[config.mk]
export PLATFORM = sky130hd
export DESIGN_NAME = mean_engine_flat
export DESIGN_NICKNAME = d
export VERILOG_FILES = /design/src/rtl/mean_engine_if.sv /design/src/rtl/mean_engine.sv /design/src/flat_wrapper.sv
export SDC_FILE = /design/constraint.sdc
export NUM_CORES = 1
export LEC_CHECK = 0
export BUFFER_PORTS_ARGS = -buffer_cell sky130_fd_sc_hd__buf_4
export CORE_MARGIN = 5
export CORE_UTILIZATION = 52
export CTS_CLUSTER_SIZE = 20
export DETAILED_ROUTE_END_ITERATION = 12
export GPL_ROUTABILITY_DRIVEN = 0
export GPL_TIMING_DRIVEN = 0
export PLACE_DENSITY_LB_ADDON = 0.08
export RECOVER_POWER = 50
export SLEW_MARGIN = 25
export SYNTH_ARGS = -nofsm -noshare
export SYNTH_HDL_FRONTEND = slang
export SYNTH_SLANG_ARGS = --single-unit
[constraint.sdc]
create_clock -name clk -period 2.4 [get_ports clk]
set_input_delay 0.24 -clock clk [delete_from_list [all_inputs] [get_ports clk]]
set_output_delay 0.24 -clock clk [all_outputs]
set_load 0.05 [all_outputs]
[src/rtl/mean_engine_if.sv]
`default_nettype none
// ============================================================================
// Module      : mean_engine_if
// Description : Control, sample and result bundle for mean_engine.
// Revision    : 1.0 - initial release
// ============================================================================
interface mean_engine_if #(
    parameter int DATA_W = 8,
    parameter int N      = 8
);
    localparam int CNT_W = $clog2(N + 1);
    localparam int ACC_W = DATA_W + CNT_W;

    logic              start;
    logic              clear;
    logic              mode;
    logic              in_valid;
    logic [DATA_W-1:0] in_data;
    logic              in_ready;
    logic              busy;
    logic              done;
    logic [ACC_W-1:0]  sum;
    logic [DATA_W-1:0] mean;
    logic [CNT_W-1:0]  rem;
    logic              zOz;

    modport master (
        output start, clear, mode, in_valid, in_data,
        input  in_ready, busy, done, sum, mean, rem, zOz
    );

    modport slave (
        input  start, clear, mode, in_valid, in_data,
        output in_ready, busy, done, sum, mean, rem, zOz
    );
endinterface
`default_nettype wire

[src/rtl/mean_engine.sv]
`default_nettype none
// ============================================================================
// Module      : mean_engine
// Description : Accumulates N unsigned samples, then reports the sum and a
//               restoring-division mean/remainder (or the sum alone).
// Revision    : 1.0 - initial release
// ============================================================================
module mean_engine #(
    parameter int DATA_W = 8,
    parameter int N      = 8
) (
    input  logic          clk,
    input  logic          rst,
    mean_engine_if.slave  bus
);
    localparam int CNT_W = $clog2(N + 1);
    localparam int ACC_W = DATA_W + CNT_W;
    localparam int BIT_W = (ACC_W > 1) ? $clog2(ACC_W) : 1;

    localparam logic [CNT_W-1:0] c_last = CNT_W'(N - 1);
    localparam logic [CNT_W:0]   c_div  = (CNT_W + 1)'(N);
    localparam logic [BIT_W-1:0] c_top  = BIT_W'(ACC_W - 1);

    typedef enum logic [1:0] {
        IDLE   = 2'd0,
        ACCUM  = 2'd1,
        DIVIDE = 2'd2,
        DONE   = 2'd3
    } state_t;

    state_t            r_state;
    state_t            w_state_nxt;

    logic [ACC_W-1:0]  r_acc;
    logic [CNT_W-1:0]  r_cnt;
    logic              r_mode;
    logic [CNT_W-1:0]  r_part;
    logic [DATA_W-1:0] r_quo;
    logic [BIT_W-1:0]  r_bit;
    logic [ACC_W-1:0]  r_sum;
    logic [DATA_W-1:0] r_mean;
    logic [CNT_W-1:0]  r_rem;
    logic              r_zoz;

    logic              w_accept;
    logic              w_last;
    logic [ACC_W-1:0]  w_acc_nxt;
    logic [CNT_W:0]    w_trial;
    logic              w_qbit;
    logic [CNT_W-1:0]  w_part_nxt;
    logic [DATA_W-1:0] w_quo_nxt;

    assign w_accept  = (r_state == ACCUM) && bus.in_valid && !bus.clear;
    assign w_last    = (r_cnt == c_last);
    assign w_acc_nxt = r_acc + {{CNT_W{1'b0}}, bus.in_data};

    // One restoring-division step per cycle, dividend bits taken MSB first.
    // The quotient is known to fit DATA_W, so its upper bits are simply dropped.
    assign w_trial    = {r_part, r_acc[r_bit]};
    assign w_qbit     = (w_trial >= c_div);
    assign w_part_nxt = w_qbit ? CNT_W'(w_trial - c_div) : CNT_W'(w_trial);
    assign w_quo_nxt  = DATA_W'({r_quo, w_qbit});

    assign bus.in_ready = (r_state == ACCUM);
    assign bus.busy     = (r_state != IDLE);
    assign bus.done     = (r_state == DONE);
    assign bus.sum      = r_sum;
    assign bus.mean     = r_mean;
    assign bus.rem      = r_rem;
    assign bus.zOz      = r_zoz;

    always_ff @(posedge clk or posedge rst) begin
        if (rst) begin
            r_state <= IDLE;
        end else begin
            r_state <= w_state_nxt;
        end
    end

    always_comb begin
        w_state_nxt = r_state;
        if (bus.clear) begin
            w_state_nxt = IDLE;
        end else begin
            case (r_state)
                IDLE:    if (bus.start) w_state_nxt = ACCUM;
                ACCUM:   if (w_accept && w_last) w_state_nxt = r_mode ? DONE : DIVIDE;
                DIVIDE:  if (r_bit == '0) w_state_nxt = DONE;
                DONE:    w_state_nxt = IDLE;
                default: w_state_nxt = IDLE;
            endcase
        end
    end

    always_ff @(posedge clk or posedge rst) begin
        if (rst) begin
            r_acc  <= '0;
            r_cnt  <= '0;
            r_mode <= 1'b0;
            r_part <= '0;
            r_quo  <= '0;
            r_bit  <= '0;
            r_sum  <= '0;
            r_mean <= '0;
            r_rem  <= '0;
            r_zoz  <= 1'b0;
        end else if (bus.clear) begin
            r_acc  <= '0;
            r_cnt  <= '0;
            r_part <= '0;
            r_quo  <= '0;
            r_bit  <= '0;
            r_sum  <= '0;
            r_mean <= '0;
            r_rem  <= '0;
            r_zoz  <= 1'b0;
        end else begin
            case (r_state)
                IDLE: begin
                    if (bus.start) begin
                        r_acc  <= '0;
                        r_cnt  <= '0;
                        r_mode <= bus.mode;
                    end
                end
                ACCUM: begin
                    if (w_accept) begin
                        r_acc <= w_acc_nxt;
                        r_cnt <= r_cnt + CNT_W'(1);
                        if (w_last) begin
                            if (r_mode) begin
                                r_sum  <= w_acc_nxt;
                                r_mean <= '0;
                                r_rem  <= '0;
                                r_zoz  <= (w_acc_nxt == '0);
                            end else begin
                                r_part <= '0;
                                r_quo  <= '0;
                                r_bit  <= c_top;
                            end
                        end
                    end
                end
                DIVIDE: begin
                    r_part <= w_part_nxt;
                    r_quo  <= w_quo_nxt;
                    r_bit  <= r_bit - BIT_W'(1);
                    if (r_bit == '0) begin
                        r_sum  <= r_acc;
                        r_mean <= w_quo_nxt;
                        r_rem  <= w_part_nxt;
                        r_zoz  <= (r_acc == '0);
                    end
                end
                default: ;
            endcase
        end
    end
endmodule
`default_nettype wire

[src/flat_wrapper.sv]
// flat-port wrapper written by rule: the top's interface ports become plain ports
module mean_engine_flat 
#(
    parameter int DATA_W = 8,
    parameter int N      = 8
)
  (clk, rst, bus_start, bus_clear, bus_mode, bus_in_valid, bus_in_data, bus_in_ready, bus_busy, bus_done, bus_sum, bus_mean, bus_rem, bus_zOz);
  mean_engine_if #(.DATA_W(DATA_W), .N(N)) bus_i ();
  input  logic clk;
  input  logic rst;
  input wire logic [$bits(bus_i.start)-1:0] bus_start;
  input wire logic [$bits(bus_i.clear)-1:0] bus_clear;
  input wire logic [$bits(bus_i.mode)-1:0] bus_mode;
  input wire logic [$bits(bus_i.in_valid)-1:0] bus_in_valid;
  input wire logic [$bits(bus_i.in_data)-1:0] bus_in_data;
  output wire logic [$bits(bus_i.in_ready)-1:0] bus_in_ready;
  output wire logic [$bits(bus_i.busy)-1:0] bus_busy;
  output wire logic [$bits(bus_i.done)-1:0] bus_done;
  output wire logic [$bits(bus_i.sum)-1:0] bus_sum;
  output wire logic [$bits(bus_i.mean)-1:0] bus_mean;
  output wire logic [$bits(bus_i.rem)-1:0] bus_rem;
  output wire logic [$bits(bus_i.zOz)-1:0] bus_zOz;
  assign bus_i.start = bus_start;
  assign bus_i.clear = bus_clear;
  assign bus_i.mode = bus_mode;
  assign bus_i.in_valid = bus_in_valid;
  assign bus_i.in_data = bus_in_data;
  assign bus_in_ready = bus_i.in_ready;
  assign bus_busy = bus_i.busy;
  assign bus_done = bus_i.done;
  assign bus_sum = bus_i.sum;
  assign bus_mean = bus_i.mean;
  assign bus_rem = bus_i.rem;
  assign bus_zOz = bus_i.zOz;
  mean_engine #(.DATA_W(DATA_W), .N(N)) u_core (.clk(clk), .rst(rst), .bus(bus_i));
endmodule
# [Word level (Yosys, flattened, before mapping)]
# Index checks and enable logic that the tools add are counted.
[totals] input_bits=14 ff_bits=59 output_inout_bits=28 mem_bits_rw=0 rom_bits=0 mem_count=0 latchBits=0
[op_classes] bitwise_logic=1 add_sub_neg=4 muxes=56 n_mul=0 div=0 n_lt_le_gt_ge=2 shift=0 reduce_logical=16 eq_ne=11
[ops] op="$mux W12" count=8
[ops] op="$mux W4" count=17
[ops] op="$pmux W12 S2" count=2
[ops] op="$mux W8" count=5
[ops] op="$pmux W4 S2" count=4
[ops] op="$mux W7" count=4
[ops] op="$logic_not A12 Y1" count=2
[ops] op="$pmux W8 S2" count=1
[ops] op="$ne A3 B2 Y1 const B" count=5
[ops] op="$pmux W7 S2" count=1
[ops] op="$add A12 B8 Y12" count=1
[ops] op="$reduce_and A3 Y1" count=3
[ops] op="$mux W2" count=4
[ops] op="$pmux W2 S4" count=1
[ops] op="$mux W1" count=7
[ops] op="$ne A3 B3 Y1 const B" count=2
[ops] op="$reduce_bool A3 Y1" count=2
[ops] op="$ge A5 B4 Y1 const B" count=1
[ops] op="$lt A4 B5 Y1 const B" count=1
[ops] op="$reduce_and A5 Y1" count=1
[ops] op="$add A4 B1 Y4 const B" count=1
[ops] op="$bmux W1 S4" count=1
[ops] op="$eq A2 B2 Y1 const B" count=2
[ops] op="$eq A4 B3 Y1 const B" count=1
[ops] op="11 further kinds" count=13

# [Longest topological paths before layout]
[logic_depth] depth_word=7 mapped_depth=9

# [Least setup slack after synthesis]
# Ideal clock, no wire load.
[synth_timing] kind="reg2reg" start="register u_core.r_acc[0]" end="register u_core.r_zoz (netlist: u_core.bus.zOz)" arrival_time_ns=2.202 n_path_buf=0 t_required_ns=2.335 period_less_slack_ns=2.268 slack_ns=0.132 setup_ns=0.065 stages_incl_launch_ff=8 cell_sequence="dfrtp_1 -> ha_1 -> fa_1 -> or4_1 -> a21oi_1 -> nand4b_1 -> nor4b_2 -> a31o_1"
[synth_via] elab_chain_cells=7 word_cells_on_any_way=9
[synth_lines] element="start: declaration" line_no="mean_engine.sv:34" source="logic [ACC_W-1:0] r_acc;"
[synth_lines] element="start signal: assignment" line_no="mean_engine.sv:128" source="r_acc <= w_acc_nxt;"
[synth_lines] element="$add A12 B8 Y12" line_no="mean_engine.sv:55" source="assign w_acc_nxt = r_acc + {{CNT_W{1'b0}}, bus.in_data};"
[synth_lines] element="$logic_not A12 Y1" line_no="mean_engine.sv:135" source="r_zoz <= (w_acc_nxt == '0);"
[synth_lines] element="$mux W1" line_no="mean_engine.sv:131" source="if (r_mode) begin"
[synth_lines] element="$mux W1" line_no="mean_engine.sv:130" source="if (w_last) begin"
[synth_lines] element="$mux W1" line_no="mean_engine.sv:127" source="if (w_accept) begin"
[synth_lines] element="$pmux W1 S2 *" line_no="mean_engine.sv:118" source="case (r_state)"
[synth_lines] element="$mux W1 *" line_no="mean_engine.sv:107" source="end else if (bus.clear) begin"
[synth_lines] element="end signal: assignment" line_no="mean_engine.sv:135"
[synth_lines] element="end signal: assignment" line_no="mean_engine.sv:152" source="r_zoz <= (r_acc == '0);"
[synth_lines] element="end: declaration" line_no="mean_engine.sv:43" source="logic r_zoz;"
# Every way passes the cells marked *; elsewhere a longest branch is shown, timed or not. The select of a mux whose other input is x is not followed.
# A chain may end at the register's enable or synchronous reset.

# [Worst setup path in the final report]
# Same ends and word-level chain as after synthesis.

==> results.md <==
- The number of global-route vias before repair came to 2543.
- The largest single stage delay on the critical path is 0.55 ns.
- The final setup violation count is 0.
- The post-route cell area is around 0.0038 sq mm.
- The initialized floorplan defines 28 standard-cell rows.
- The count of buffers added on input and output ports is 40.
- Clock tree synthesis selected as its root buffer the cell sky130_fd_sc_hd__clkbuf_8.
- The fraction of synthesis flops using an asynchronous set or reset pin is 1.00.
- The worst setup path category is reg -> reg.
- The number of hold violations in the final report is 0.
- The dominant combinational cell family by area after synthesis is compound AO/OA/AOI/OAI gates.
- Across the routed clock network, the largest skew measured is 0.00901 ns.
- The critical path contains buffers and inverters numbering 0 combined.
- Entering global routing, the biggest net connects 54 pins.
- Synthesis inferred 59 register bits.
- The path class of the lowest-slack min-delay path is in -> reg.
- The total of warnings raised by yosys is 0.
- For this run, design rule violations remaining after detail routing come to 0.
- The run finished with clean final reports.
- The horizontal die dimension is 88.8 um.
- The most used flip-flop cell after synthesis is sky130_fd_sc_hd__dfrtp_1.
- CTS built an H-tree with a depth of 3.
- The leakage power is ~1.8 nW.
- The number of maximum-capacitance violations is 0.
- The xor/xnor share of the synthesized area is 0.0299.
- The shortest period the worst path allows is about 2.4 ns.
- Buffers inserted during clock tree synthesis total 9.
- The slowest cell on the critical path is sky130_fd_sc_hd__or4_1.
- The cell count after synthesis came out at 332.
- The number of diodes is 0.
- The starting utilization of the core area is 0.539.
- The simple logic cell fraction of the synthesized area is 0.156.
- The average via count per standard cell is 5.64.
- The fraction of layout cells with a size suffix above 1 is 0.187.
- Setup repair after global routing could not meet its margin everywhere.
- The adder-cell share of the synthesized area is 0.0644.
- STA puts the critical path data required time at ~2.7 ns.
- After legalization and detailed placement, the total HPWL measured 5450 um.
- Overall power consumption after layout is estimated at approximately 3.5 mW.
- The number of vias after detailed routing is 2627.
- In this run the cell area measured after placement is 0.00365 sq mm.
- The routed wirelength normalized by instance count is between 15 and 20 um.
- The cell area power density is approximately 900 mW/mm^2.
- In the final design database the tool counted between 400 and 500 nets.
- The number of different library cells used by synthesis comes to 53.
- The wire length of the first global-routing pass is 12600 um.
- The detail route stage leaves a number of antenna-violating nets equal to 0.
- The transition time at the pin with the least slew margin is 1.29 ns.
- The insertion delay of the later-clocked pin in the worst-skew pair is 0.34 ns.
- The I/O pin total is 42.
- The max-slew violation count is 0.
- Along the worst path, the maximum fanout reaches 3.
- The netlist area before placement is 0.00323 sq mm.
- Fill cells in the final layout number 509.
- The initial antenna violation count is 0.
- For this run, the total global-route usage over all layers was measured as 0.207.
- Before antenna repair, the detailed router went through 4 iterations.
- In this run the standard cell core region covers about 0.006 sq mm.
- For the worst setup path, the data arrival time is 2.64 ns.
- Measured against its own limit, the worst slew margin works out to 0.138.
- The worst setup path is captured at a flop.
- The fraction of the cycle the final worst path needs is 0.984.
- The total overflow reported by the global router is 0.
- The sequential-to-total area share from yosys stat is 0.458.
- The number of enable-type register cells in the synthesized netlist is 0.
- The total routed wirelength is 7420 um.
- The maximum number of buffers from clock root to sink is 2.
- The TritonCTS sink count is 59.
- The peak ir drop on the vdd network is roughly 0.68 mV.
- The floorplan step defined a die boundary enclosing 0.00788 sq mm.
- The complex-gate fraction of the synthesized area is 0.214.
- The CTS tree is done.
- The share of cell area taken by muxes after synthesis is 0.0438.
- Clock-pin slew was measured on the worst setup and hold paths at 0.07 ns.
- The synthesized area divided by synthesized cell count is 9.72 sq um.
- The total area of multi-input combinational cells is about 0.0017 sq mm.
- The floorplan step set the die height to 88.8 um.
- For this run, the top clock speed supported by timing is 0.424 GHz.
- Across the whole layout, storage elements account for around 0.0015 sq mm.
- The area growth from synthesis to final layout is 19.2%.
- The worst setup path is launched from a flop.
- When the netlist entered floorplanning its net count stood at 362.
- The iteration-0 DRC count of the detailed router is 157.
- The cell family contributing the most delay on the critical path is simple AND/OR/NAND/NOR gates.
- The critical path goes through ha_2, fa_2, or4_1, a21oi_2, nand4b_1, nor4b_2, a31o_1.
-- state kept, by name, indices dropped and copies added, names as in the netlist --
| name | count |
|---|---|
| u_core.bus.sum | 12 |
| u_core.r_acc | 12 |
| u_core.bus.mean | 8 |
| u_core.r_quo | 7 |
| u_core.bus.rem | 4 |
| u_core.r_bit | 4 |
| u_core.r_cnt | 4 |
| u_core.r_part | 4 |
| u_core.r_state | 2 |
| u_core.bus.zOz | 1 |
| u_core.r_mode | 1 |
-- per-layer routing --
metal  routed length, um  GRT usage  up-vias  share of wire
met5                   0          0        -              0
li1                    -          -     1304              -
met4                 141     0.0797        0          0.019
met3                 430     0.0354       15          0.058
met1                3620      0.313     1248           0.49
met2                3220      0.297       60           0.43
-- stage by stage --
step           cells   util  hold slack (ns)  setup WS, ns  setup TNS (ns)
3_5_place_dp     448  0.609            0.142       -0.0785         -0.0785
5_1_grt          466  0.642            0.129       -0.0663          -0.129
6_report         466  0.642            0.132        0.0396               0
2_1_floorplan    332      -            0.390         0.132               0
3_3_place_gp     447  0.604            0.463       -0.0889           -5.17
4_1_cts          466  0.650            0.127       0.00222               0
-- worst paths after layout --
path | start | to | slack, ns | depth (start not counted)
worst min-delay path | bus_mode | u_core.r_mode | 0.13 | 2
worst max register to register | u_core.r_acc[0] | u_core.bus.zOz | 0.04 | 7
max in group asynchronous | rst | u_core.r_bit[2] | 0.50 | 4
worst min register to register | u_core.bus.mean[0] | u_core.bus.mean[0] | 0.48 | 2
min in group asynchronous | rst | u_core.bus.sum[3] | 0.39 | 3
worst max-delay path | u_core.r_acc[0] | u_core.bus.zOz | 0.04 | 7
-- layout make-up --
type                       instances  area share
multi-input combinational        248       0.433
buffer                            16      0.0208
sequential                        59       0.384
timing repair buffer              43      0.0712
tap                               75      0.0244
clock buffer                       9      0.0322
clock inverter                     7      0.0260
inverter                           9     0.00911
-- placed cells by master, fill, tap and decap left out, types with 3 or more instances in the layout --
| cell | n |
|---|---|
| sky130_fd_sc_hd__mux4_2 | 3 |
| sky130_fd_sc_hd__o31ai_1 | 9 |
| sky130_fd_sc_hd__dfrtp_1 | 59 |
| sky130_fd_sc_hd__nand2b_1 | 5 |
| sky130_fd_sc_hd__nor2b_1 | 4 |
| sky130_fd_sc_hd__a22o_1 | 13 |
| sky130_fd_sc_hd__nor2_1 | 19 |
| sky130_fd_sc_hd__buf_4 | 27 |
| sky130_fd_sc_hd__clkbuf_8 | 9 |
| sky130_fd_sc_hd__inv_1 | 8 |
| sky130_fd_sc_hd__mux2i_1 | 4 |
| sky130_fd_sc_hd__clkbuf_2 | 3 |
| sky130_fd_sc_hd__clkbuf_1 | 23 |
| sky130_fd_sc_hd__a21o_1 | 5 |
| sky130_fd_sc_hd__xnor2_1 | 4 |
| sky130_fd_sc_hd__xor2_1 | 7 |
| sky130_fd_sc_hd__nand2_1 | 57 |
| sky130_fd_sc_hd__ha_1 | 14 |
| sky130_fd_sc_hd__a21oi_2 | 3 |
| sky130_fd_sc_hd__nor3_1 | 5 |
| sky130_fd_sc_hd__a21oi_1 | 10 |
| sky130_fd_sc_hd__o21ai_0 | 43 |
| sky130_fd_sc_hd__mux2_2 | 3 |
-- synth_stat cells (5+ instances only) --
| master | count | area [sq um] |
|---|---|---|
| sky130_fd_sc_hd__ha_1 | 15 | 188 |
| sky130_fd_sc_hd__a21o_1 | 5 | 37.5 |
| sky130_fd_sc_hd__a22o_1 | 13 | 114 |
| sky130_fd_sc_hd__inv_1 | 9 | 33.8 |
| sky130_fd_sc_hd__nor2_1 | 19 | 71.3 |
| sky130_fd_sc_hd__o21ai_0 | 43 | 215 |
| sky130_fd_sc_hd__nor3_1 | 5 | 25.0 |
| sky130_fd_sc_hd__a21oi_1 | 13 | 65.1 |
| sky130_fd_sc_hd__xor2_1 | 7 | 61.3 |
| sky130_fd_sc_hd__o31ai_1 | 9 | 67.6 |
| sky130_fd_sc_hd__dfrtp_1 | 59 | 1480 |
| sky130_fd_sc_hd__clkbuf_1 | 11 | 41.3 |
| sky130_fd_sc_hd__nand2_1 | 57 | 214 |
| sky130_fd_sc_hd__nand2b_1 | 5 | 31.3 |
-- where the power goes --
group	switching, mW	total (mW)	internal, mW
clock	0.430	1.02	0.593
combinational	0.817	1.21	0.393
sequential	0.117	1.22	1.11
-- logic make-up (layout without fill, tap and decap cells) --
logic type | after synthesis | in the layout
adder cells (fa/ha/maj) | 16 | 16
AND/OR/NAND/NOR | 108 | 108
AO/OA/AOI/OAI | 103 | 103
XOR/XNOR | 11 | 11
multiplexers | 10 | 10
flip-flops | 59 | 59
buffers and inverters | 25 | 84
-- repair_timing --
item | 4_1_cts | 5_1_grt
endpoints found under the hold margin | 6 | 0
setup endpoints to repair | 3 | 27
resized for setup | 1 | 8
setup buffers | 1 | 0
pin swaps | 1 | 1
hold buffers | 1 | 0
(Power assumes the default switching activity.)
